`src/rtl/mmio_bridge_multi_if.sv`:
```
// Core MEM-stage and peripheral-channel signals of the MMIO bridge.
// The master modport is the core/peripheral side; the bridge takes the slave modport.
interface mmio_bridge_multi_if #(
    parameter int N_REGIONS = 4
);
    logic                      core_req;
    logic                      core_wr;
    logic [31:0]               core_addr;
    logic [31:0]               core_wr_data;
    logic [3:0]                core_wstrb;
    logic                      core_stall;
    logic                      core_resp;
    logic [31:0]               core_rd_data;
    logic                      core_err;
    logic [15:0]               err_count;
    logic [N_REGIONS-1:0]      bus_cs;
    logic                      bus_wr;
    logic                      bus_rd;
    logic [31:0]               bus_addr;
    logic [31:0]               bus_wr_data;
    logic [3:0]                bus_wstrb;
    logic [32*N_REGIONS-1:0]   bus_rd_data;
    logic [N_REGIONS-1:0]      bus_ready;

    modport master (
        output core_req, core_wr, core_addr, core_wr_data, core_wstrb,
        output bus_rd_data, bus_ready,
        input  core_stall, core_resp, core_rd_data, core_err, err_count,
        input  bus_cs, bus_wr, bus_rd, bus_addr, bus_wr_data, bus_wstrb
    );

    modport slave (
        input  core_req, core_wr, core_addr, core_wr_data, core_wstrb,
        input  bus_rd_data, bus_ready,
        output core_stall, core_resp, core_rd_data, core_err, err_count,
        output bus_cs, bus_wr, bus_rd, bus_addr, bus_wr_data, bus_wstrb
    );
endinterface

```
`src/rtl/mmio_bridge_multi.sv`:
```
// Multi-region MMIO bridge: decodes the MEM-stage address onto one of N channels, waits for that channel's ready.
// Latency: request cycle, >=1 ACCESS cycle, then a 1-cycle RESP; the core is stalled until RESP, dead devices time out.
module mmio_bridge_multi #(
    parameter int          N_REGIONS        = 4,
    parameter logic [31:0] REGION_BASE      = 32'h1000_0000,
    parameter int          REGION_SIZE_LOG2 = 24,
    parameter int          TIMEOUT          = 255
) (
    input  logic clk,
    input  logic reset,
    mmio_bridge_multi_if.slave bif
);
    localparam int RW = (N_REGIONS > 1) ? $clog2(N_REGIONS) : 1;
    localparam int CW = (TIMEOUT > 1) ? $clog2(TIMEOUT) : 1;
    localparam logic [31:0]   OFS_MASK = (32'h1 << REGION_SIZE_LOG2) - 32'h1;
    localparam logic [CW-1:0] TO_LAST  = CW'((TIMEOUT == 0) ? 0 : TIMEOUT - 1);

    typedef enum logic [1:0] {S_IDLE, S_ACCESS, S_RESP} state_e;

    state_e        state_q, state_d;
    logic [RW-1:0] region_q;
    logic [31:0]   addr_q;
    logic [31:0]   wdata_q;
    logic [3:0]    wstrb_q;
    logic          wr_q;
    logic          err_q;
    logic [CW-1:0] cnt_q;
    logic [31:0]   rdata_q;
    logic [15:0]   err_count_q;

    logic [31:0]   offset;
    logic [31:0]   region_full;
    logic          hit;
    logic          sel_ready;
    logic [31:0]   sel_rdata;
    logic          timeout;

    // Subtraction wraps below the base, so the explicit >= test rejects those addresses.
    assign offset      = bif.core_addr - REGION_BASE;
    assign region_full = offset >> REGION_SIZE_LOG2;
    assign hit         = bif.core_req && (bif.core_addr >= REGION_BASE)
                         && (region_full < 32'(N_REGIONS));
    assign sel_ready   = bif.bus_ready[region_q];
    assign sel_rdata   = bif.bus_rd_data[32*int'(region_q) +: 32];
    assign timeout     = (TIMEOUT != 0) && (cnt_q == TO_LAST);

    always_ff @(posedge clk) begin
        if (reset) state_q <= S_IDLE;
        else       state_q <= state_d;
    end

    always_comb begin
        state_d = state_q;
        case (state_q)
            S_IDLE:   if (hit) state_d = S_ACCESS;
            S_ACCESS: if (sel_ready || timeout) state_d = S_RESP;
            S_RESP:   state_d = S_IDLE;
            default:  state_d = S_IDLE;
        endcase
    end

    always_ff @(posedge clk) begin
        if (reset) begin
            region_q    <= '0;
            addr_q      <= '0;
            wdata_q     <= '0;
            wstrb_q     <= '0;
            wr_q        <= 1'b0;
            err_q       <= 1'b0;
            cnt_q       <= '0;
            rdata_q     <= '0;
            err_count_q <= '0;
        end else begin
            case (state_q)
                S_IDLE: begin
                    if (hit) begin
                        region_q <= RW'(region_full);
                        addr_q   <= bif.core_addr & OFS_MASK;
                        wdata_q  <= bif.core_wr_data;
                        wstrb_q  <= bif.core_wstrb;
                        wr_q     <= bif.core_wr;
                        cnt_q    <= '0;
                        err_q    <= 1'b0;
                    end
                end
                S_ACCESS: begin
                    cnt_q <= cnt_q + 1'b1;
                    // Ready beats a same-cycle timeout.
                    if (sel_ready) begin
                        rdata_q <= wr_q ? 32'h0 : sel_rdata;
                        err_q   <= 1'b0;
                    end else if (timeout) begin
                        rdata_q <= 32'h0;
                        err_q   <= 1'b1;
                    end
                end
                S_RESP: begin
                    if (err_q && (err_count_q != 16'hFFFF))
                        err_count_q <= err_count_q + 16'd1;
                end
                default: ;
            endcase
        end
    end

    always_comb begin
        bif.core_stall   = 1'b0;
        bif.core_resp    = 1'b0;
        bif.core_err     = 1'b0;
        bif.core_rd_data = rdata_q;
        bif.err_count    = err_count_q;
        bif.bus_cs       = '0;
        bif.bus_wr       = 1'b0;
        bif.bus_rd       = 1'b0;
        bif.bus_addr     = addr_q;
        bif.bus_wr_data  = wdata_q;
        bif.bus_wstrb    = wstrb_q;
        case (state_q)
            S_IDLE:   bif.core_stall = hit;
            S_ACCESS: begin
                bif.core_stall       = 1'b1;
                bif.bus_cs[region_q] = 1'b1;
                bif.bus_wr           = wr_q;
                bif.bus_rd           = ~wr_q;
            end
            S_RESP: begin
                bif.core_resp = 1'b1;
                bif.core_err  = err_q;
            end
            default: ;
        endcase
    end
endmodule

```
`src/flat_wrapper.sv`:
```
// flat-port wrapper written by rule: the top's interface ports become plain ports
module mmio_bridge_multi_flat 
#(
    parameter int          N_REGIONS        = 4,
    parameter logic [31:0] REGION_BASE      = 32'h1000_0000,
    parameter int          REGION_SIZE_LOG2 = 24,
    parameter int          TIMEOUT          = 255
)
  (clk, reset, bif_core_req, bif_core_wr, bif_core_addr, bif_core_wr_data, bif_core_wstrb, bif_bus_rd_data, bif_bus_ready, bif_core_stall, bif_core_resp, bif_core_rd_data, bif_core_err, bif_err_count, bif_bus_cs, bif_bus_wr, bif_bus_rd, bif_bus_addr, bif_bus_wr_data, bif_bus_wstrb);
  mmio_bridge_multi_if #(.N_REGIONS(N_REGIONS)) bif_i ();
  input  logic clk;
  input  logic reset;
  input wire logic [$bits(bif_i.core_req)-1:0] bif_core_req;
  input wire logic [$bits(bif_i.core_wr)-1:0] bif_core_wr;
  input wire logic [$bits(bif_i.core_addr)-1:0] bif_core_addr;
  input wire logic [$bits(bif_i.core_wr_data)-1:0] bif_core_wr_data;
  input wire logic [$bits(bif_i.core_wstrb)-1:0] bif_core_wstrb;
  input wire logic [$bits(bif_i.bus_rd_data)-1:0] bif_bus_rd_data;
  input wire logic [$bits(bif_i.bus_ready)-1:0] bif_bus_ready;
  output wire logic [$bits(bif_i.core_stall)-1:0] bif_core_stall;
  output wire logic [$bits(bif_i.core_resp)-1:0] bif_core_resp;
  output wire logic [$bits(bif_i.core_rd_data)-1:0] bif_core_rd_data;
  output wire logic [$bits(bif_i.core_err)-1:0] bif_core_err;
  output wire logic [$bits(bif_i.err_count)-1:0] bif_err_count;
  output wire logic [$bits(bif_i.bus_cs)-1:0] bif_bus_cs;
  output wire logic [$bits(bif_i.bus_wr)-1:0] bif_bus_wr;
  output wire logic [$bits(bif_i.bus_rd)-1:0] bif_bus_rd;
  output wire logic [$bits(bif_i.bus_addr)-1:0] bif_bus_addr;
  output wire logic [$bits(bif_i.bus_wr_data)-1:0] bif_bus_wr_data;
  output wire logic [$bits(bif_i.bus_wstrb)-1:0] bif_bus_wstrb;
  assign bif_i.core_req = bif_core_req;
  assign bif_i.core_wr = bif_core_wr;
  assign bif_i.core_addr = bif_core_addr;
  assign bif_i.core_wr_data = bif_core_wr_data;
  assign bif_i.core_wstrb = bif_core_wstrb;
  assign bif_i.bus_rd_data = bif_bus_rd_data;
  assign bif_i.bus_ready = bif_bus_ready;
  assign bif_core_stall = bif_i.core_stall;
  assign bif_core_resp = bif_i.core_resp;
  assign bif_core_rd_data = bif_i.core_rd_data;
  assign bif_core_err = bif_i.core_err;
  assign bif_err_count = bif_i.err_count;
  assign bif_bus_cs = bif_i.bus_cs;
  assign bif_bus_wr = bif_i.bus_wr;
  assign bif_bus_rd = bif_i.bus_rd;
  assign bif_bus_addr = bif_i.bus_addr;
  assign bif_bus_wr_data = bif_i.bus_wr_data;
  assign bif_bus_wstrb = bif_i.bus_wstrb;
  mmio_bridge_multi #(.N_REGIONS(N_REGIONS), .REGION_BASE(REGION_BASE), .REGION_SIZE_LOG2(REGION_SIZE_LOG2), .TIMEOUT(TIMEOUT)) u_core (.clk(clk), .reset(reset), .bif(bif_i));
endmodule
```
`config.mk`:
```
export PLATFORM = sky130hd
export DESIGN_NAME = mmio_bridge_multi_flat
export DESIGN_NICKNAME = d
export VERILOG_FILES = /design/src/rtl/mmio_bridge_multi_if.sv /design/src/rtl/mmio_bridge_multi.sv /design/src/flat_wrapper.sv
export SDC_FILE = /design/constraint.sdc
export NUM_CORES = 1
export LEC_CHECK = 0
export BUFFER_PORTS_ARGS = -buffer_cell sky130_fd_sc_hd__clkbuf_2
export CORE_MARGIN = 8
export CORE_UTILIZATION = 40
export CTS_BUF_LIST = sky130_fd_sc_hd__clkbuf_8 sky130_fd_sc_hd__clkbuf_16
export DETAILED_ROUTE_END_ITERATION = 7
export HOLD_SLACK_MARGIN = 0.12
export PLACE_DENSITY = 0.84
export SKIP_LAST_GASP = 1
export SYNTH_ARGS = -nofsm -noshare
export SYNTH_HDL_FRONTEND = slang
export SYNTH_SLANG_ARGS = --single-unit
```
`constraint.sdc`:
```
create_clock -name clk -period 4.4 [get_ports clk]
set_clock_uncertainty 0.15 [all_clocks]
set_input_delay 1.32 -clock clk [delete_from_list [all_inputs] [get_ports clk]]
set_output_delay 1.32 -clock clk [all_outputs]
set_load 0.05 [all_outputs]
```
# Word-level counts from Yosys, hierarchy flattened
# Cells that the tools add are included.
[totals]
word_cells = 62
input_bits = 204
regBits = 122
ram_bits = 0
latch_bits = 0
memories = 0
mem_bits_ro = 0
[classes]
n_reduce_logical = 14
multipliers = 0
mux = 22
addsub = 3
bitwise_logic = 1
n_lt_le_gt_ge = 4
n_eq_ne = 7
shifts = 1
n_div = 0
[op_table]
columns = ["cell", "count"]
rows = [
  ["$shiftx 128x8->32", 1],
  ["$mux 32", 3],
  ["$ge 32x29->1 const B", 1],
  ["$sub 32x29->32 const B", 1],
  ["$add 16x1->16 const B", 1],
  ["$ne 16x16->1 const B", 1],
  ["$pmux 8 s2", 1],
  ["$reduce_and 2->1", 5],
  ["$mux 1", 9],
  ["$add 8x1->8 const B", 1],
  ["$eq 8x8->1 const B", 1],
  ["$lt 8x3->1 const B", 1],
  ["$mux 8", 1],
  ["$logic_and 1x1->1", 4],
  ["$mux 2", 2],
  ["$mux 4", 1],
  ["$ne 2x1->1 const B", 2],
  ["$pmux 1 s2", 2],
  ["$pmux 2 s2", 1],
  ["$reduce_bool 2->1", 2],
  ["$lt 2x3->1 const B", 1],
  ["$ne 3x1->1 const B", 1],
  ["$reduce_and 3->1", 1],
  ["$bmux 1 s2", 1],
  ["7 further kinds", 7],
]

# Longest topological paths before layout
[depth]
ltp_word = 5
ltp_mapped = 7

# Least setup slack after synthesis
# Ideal clock, no wire load.
[synth_path]
path_kind = "input -> output"
start = "in bif_core_addr[26]"
end = "out bif_core_stall"
path_stages = 4
t_required_ns = 2.930
slack_ns = 0.452
n_path_buf = 1
t_arrival_ns = 2.478
cell_sequence = "nor4b_1 nand3_1 clkbuf_1 nand2_1"
[synth_between]
elab_chain_cells = 4
elab_cells_between_ends = 6
classes_between = "add/sub (1); order compare (2); mux (1); reduce/logical (2)"
[synth_rtl]
columns = ["element", "line_no", "text"]
rows = [
  ["start, declared", "flat_wrapper.sv:15", "input wire logic [$bits(bif_i.core_addr)-1:0] bif_core_addr;"],
  ["$sub 32x29->32 / $ge 32x29->1 (equally long branches)", "mmio_bridge_multi.sv:39, mmio_bridge_multi.sv:41", ""],
  ["$lt 8x3->1 / $logic_and 1x1->1 (equally long branches)", "mmio_bridge_multi.sv:42, mmio_bridge_multi.sv:41", ""],
  ["$logic_and 1x1->1 *", "mmio_bridge_multi.sv:42", "&& (region_full < 32'(N_REGIONS));"],
  ["$pmux 1 s2 *", "mmio_bridge_multi.sv:118", "case (state_q)"],
  ["end, declared", "flat_wrapper.sv:20", "output wire logic [$bits(bif_i.core_stall)-1:0] bif_core_stall;"],
]
# Every way passes the cells marked *; elsewhere a longest branch is shown, timed or not.

# Worst setup path in the final report
# Ends and elaborated chain as after synthesis.

==> run metrics <==
Yosys top cell area share between 40% and 50%; Net Sw Power around 580 uW; number of inserted diodes 0; net total in the final layout 1089; cell taking the most area after synthesis sky130_fd_sc_hd__dfxtp_1; Final GP Congestion around 0.85; multi-input gate area in the final layout ~2800 sq um; count of hold-fix buffers inserted at cts 0; arrival time of data at the critical path endpoint about 2.5 ns; Sum Neg Setup Slack 0 ns; final-report setup violation count 0; standard-cell row count 42; number of cells in the finished layout apart from fillers about 1100; antenna violations before repair 0; leakage dissipation 3.453 nW; stage delay of the slowest cell on the critical path 0.50 ns; residual overflow from global routing 0; proportion of register bits with asynchronous set or reset after synthesis 0%; PwrDens between 300 and 400 nW/um^2; CP bufs+invs 2; Die Y approximately 130 um; residual antenna-violating net count after detailed routing 0; Avg Vias per Cell just over 5; Critical Path Slowest Stage Cell sky130_fd_sc_hd__nor4b_1; type of destination of the critical path output pin; area inside the core boundary approximately 13000 sq um; Max Freq between 0.2 and 0.3 GHz; DIE WIDTH 132.7 um; number of DRC markers in iteration 0 335; number of sinks on the clock net 122; Die ar. 17620 sq um; number of synthesized flops with an enable pin 0; top post-synthesis cells by area sky130_fd_sc_hd__dfxtp_1 45%, sky130_fd_sc_hd__mux4_2 13%, sky130_fd_sc_hd__nand2_1 9.4%; Fill cells around 1100; fraction of the yosys area taken by sequential cells between 40 and 50%; required arrival time at the worst endpoint between 2 and 3 ns; final worst-path cycle share between 80% and 90%; worst hold-check path type reg -> reg; register-to-register setup slack 2.05 ns; GRT Util Overall a little over a fifth; dpl hpwl 15.12 mm; Mapped Area approximately 5500 sq um; cts bufs inserted 17; Max H-tree Level 4; insertion delay of the later-clocked pin in the worst-skew pair 0.40 ns; Root Buffer Master sky130_fd_sc_hd__clkbuf_16; flip-flop and latch area roughly 2400 sq um; RSZ-0062 raised after global routing false; top-level port count ~330; Post-route DRC 0; average cell area after synthesis 9.397 sq um; post_cts resized 0; number of synthesized register bits 122; Initial Utilization 40.99%; clock tree from TritonCTS yes; peak fanout along the critical path 4; cell internal power dissipation about 2.2 mW; count of warnings emitted by yosys 0; Placed Cells around 1000; Logic pwr share 6.6%; net switching share of the total power 20.82%; cell chain of the critical path clkbuf_2, nor4b_1, nand3_2, nand2_1, buf_12; Post-CTS Repair Setup Buffers 0; Detailed Routing Iterations Pass 1 4; I/O Buffers 320; vias in the first global route 5706; critical path startpoint category primary input; Max VDD drop 0.0002709 V; Post-Route Hold Slack 0.3021 ns; Tmin final approximately 3.9 ns; primary flip-flop cell chosen by synthesis mapping sky130_fd_sc_hd__dfxtp_1; total detailed-routing wirelength ~19 mm; global-route wire length before repair 29.97 mm; slew margin rel. 53.69%; number of hold-slack violations in the final timing report 0; growth of design area from synthesis to finish 43.16%; Syn Inst Count 580; status finished clean; distinct cell type count after synthesis 45; Clock Power Share a little over half; number of violations of the max-capacitance limit 0; buffer levels on the longest clock path 2; Worst Tran Pin Value just under 0.7 ns; routed length per placed instance 18.05 um; path type of the worst setup path in -> out; family with the most delay on the worst path simple AND/OR/NAND/NOR gates; layout cell share with drive strength beyond 1 45.25%; max-slew violation count 0; via total after detailed routing about 5600; pin count of the biggest net entering global routing 69; Worst Hold Launch u_core.bif.bus_wr_data[4]; sequential cell fraction of total power roughly 40%; CP startpoint bif_core_addr[26]; worst reg2reg path startpoint u_core.region_q[0]; clock slew at reported path FFs 0.06 ns
==> power by group through the flow <==
stage,registers [mW],logic [mW],clock network (mW)
detailed placement,1.13,0.186,0
floorplan,1.14,0.0734,0
global placement,1.13,0.181,0
CTS,1.11,0.187,1.53
global route,1.11,0.199,1.58
finish,1.11,0.186,1.50
==> metrics by stage <==
step | total power, mW | worst slack (ns) | util [%] | area (sq um)
3_5_place_dp | 1.320 | 0.5022 | 53.84 | 7158
2_1_floorplan | 1.216 | 0.4517 | - | 5477
6_report | 2.798 | 0.4754 | 58.69 | 7802
5_1_grt | 2.890 | 0.3863 | 58.69 | 7802
4_1_cts | 2.828 | 0.4945 | 58.69 | 7802
3_3_place_gp | 1.314 | 0.5741 | 53.84 | 7158
==> synthesized netlist by cell type, types with 8 or more instances <==
cell type	count
sky130_fd_sc_hd__a22o_1	33
sky130_fd_sc_hd__clkbuf_1	22
sky130_fd_sc_hd__o21ai_0	9
sky130_fd_sc_hd__nand3_1	12
sky130_fd_sc_hd__nand2_1	136
sky130_fd_sc_hd__mux4_2	32
sky130_fd_sc_hd__mux2_2	8
sky130_fd_sc_hd__nor2b_1	10
sky130_fd_sc_hd__nand4_1	8
sky130_fd_sc_hd__a21oi_1	79
sky130_fd_sc_hd__nor2_1	15
sky130_fd_sc_hd__buf_4	9
sky130_fd_sc_hd__dfxtp_1	122
sky130_fd_sc_hd__buf_2	20
==> state kept, by name, summed over array words and instances, names as in the netlist <==
signal	count
u_core.bif.bus_wr_data	32
u_core.bif.core_rd_data	32
u_core.bif.bus_addr	24
u_core.bif.err_count	16
u_core.cnt_q	8
u_core.bif.bus_wstrb	4
u_core.region_q	2
u_core.state_q	2
u_core.err_q	1
u_core.wr_q	1
==> area by class of cell <==
cell class / count / area share [%]
clock buffer: 18 / 5.629
tap: 176 / 2.822
multi-input combinational: 408 / 35.66
timing repair buffer: 328 / 21.68
inverter: 5 / 0.2405
sequential: 122 / 31.33
clock inverter: 14 / 2.630
==> path summary, 6_finish.rpt <==
check                                                   end  cells after the start
worst max register to register  u_core.bif.core_rd_data[14]                      5
worst min-delay path              u_core.bif.bus_wr_data[4]                      2
worst min register to register    u_core.bif.bus_wr_data[4]                      2
worst max-delay path                         bif_core_stall                      5
==> worst register-to-register path, stage by stage, from the launching register on <==
cell and delay, ns:
sky130_fd_sc_hd__dfxtp_2 0.57, sky130_fd_sc_hd__mux2_2 0.43, sky130_fd_sc_hd__a22o_1 0.25, sky130_fd_sc_hd__nor3_4 0.33, sky130_fd_sc_hd__buf_4 0.36, sky130_fd_sc_hd__a22o_1 0.21
==> cell families after synthesis <==
logic type / after synthesis / share of synthesized area (%)
mux: 43 / 15.52
fa+ha+maj: 3 / 0.6888
simple gates: 218 / 18.39
xor+xnor: 1 / 0.1607
flops: 122 / 44.81
compound gates: 135 / 15.36
buf+inv: 57 / 5.005
other cells: 1 / 0.06880
==> placed cells by master (no fill, tap or decap), types with 3 or more instances in the layout <==
cell                         synthesis  layout
sky130_fd_sc_hd__dfxtp_1           122     120
sky130_fd_sc_hd__clkbuf_2            0     318
sky130_fd_sc_hd__nor2b_1            10      10
sky130_fd_sc_hd__a22o_1             33      33
sky130_fd_sc_hd__a21oi_1            79      79
sky130_fd_sc_hd__nor2_1             15      15
sky130_fd_sc_hd__nand3_1            12      11
sky130_fd_sc_hd__and3_1              5       4
sky130_fd_sc_hd__buf_4               9       8
sky130_fd_sc_hd__o21ai_0             9       9
sky130_fd_sc_hd__and2_1              6       6
sky130_fd_sc_hd__nand4_1             8       8
sky130_fd_sc_hd__conb_1              1       8
sky130_fd_sc_hd__mux4_2             32      32
sky130_fd_sc_hd__mux2_2              8       8
sky130_fd_sc_hd__nor3_1              6       6
sky130_fd_sc_hd__or3_1               4       4
sky130_fd_sc_hd__clkinvlp_4          0       4
sky130_fd_sc_hd__nand2_1           136     136
sky130_fd_sc_hd__bufinv_16           0       5
sky130_fd_sc_hd__clkbuf_16           0      17
sky130_fd_sc_hd__ha_1                3       3
sky130_fd_sc_hd__inv_1               5       8
sky130_fd_sc_hd__and4_1              3       3
sky130_fd_sc_hd__o31ai_1             4       4
==> layer usage <==
layer	vias up	global-route usage, %	share of wire (%)
met3	36	10.71	11
met4	0	9.401	3.9
met5	-	0	0
met2	262	36.70	50
met1	2588	20.72	35
li1	2675	-	-
No activity file was read; power rests on OpenSTA's default activity.
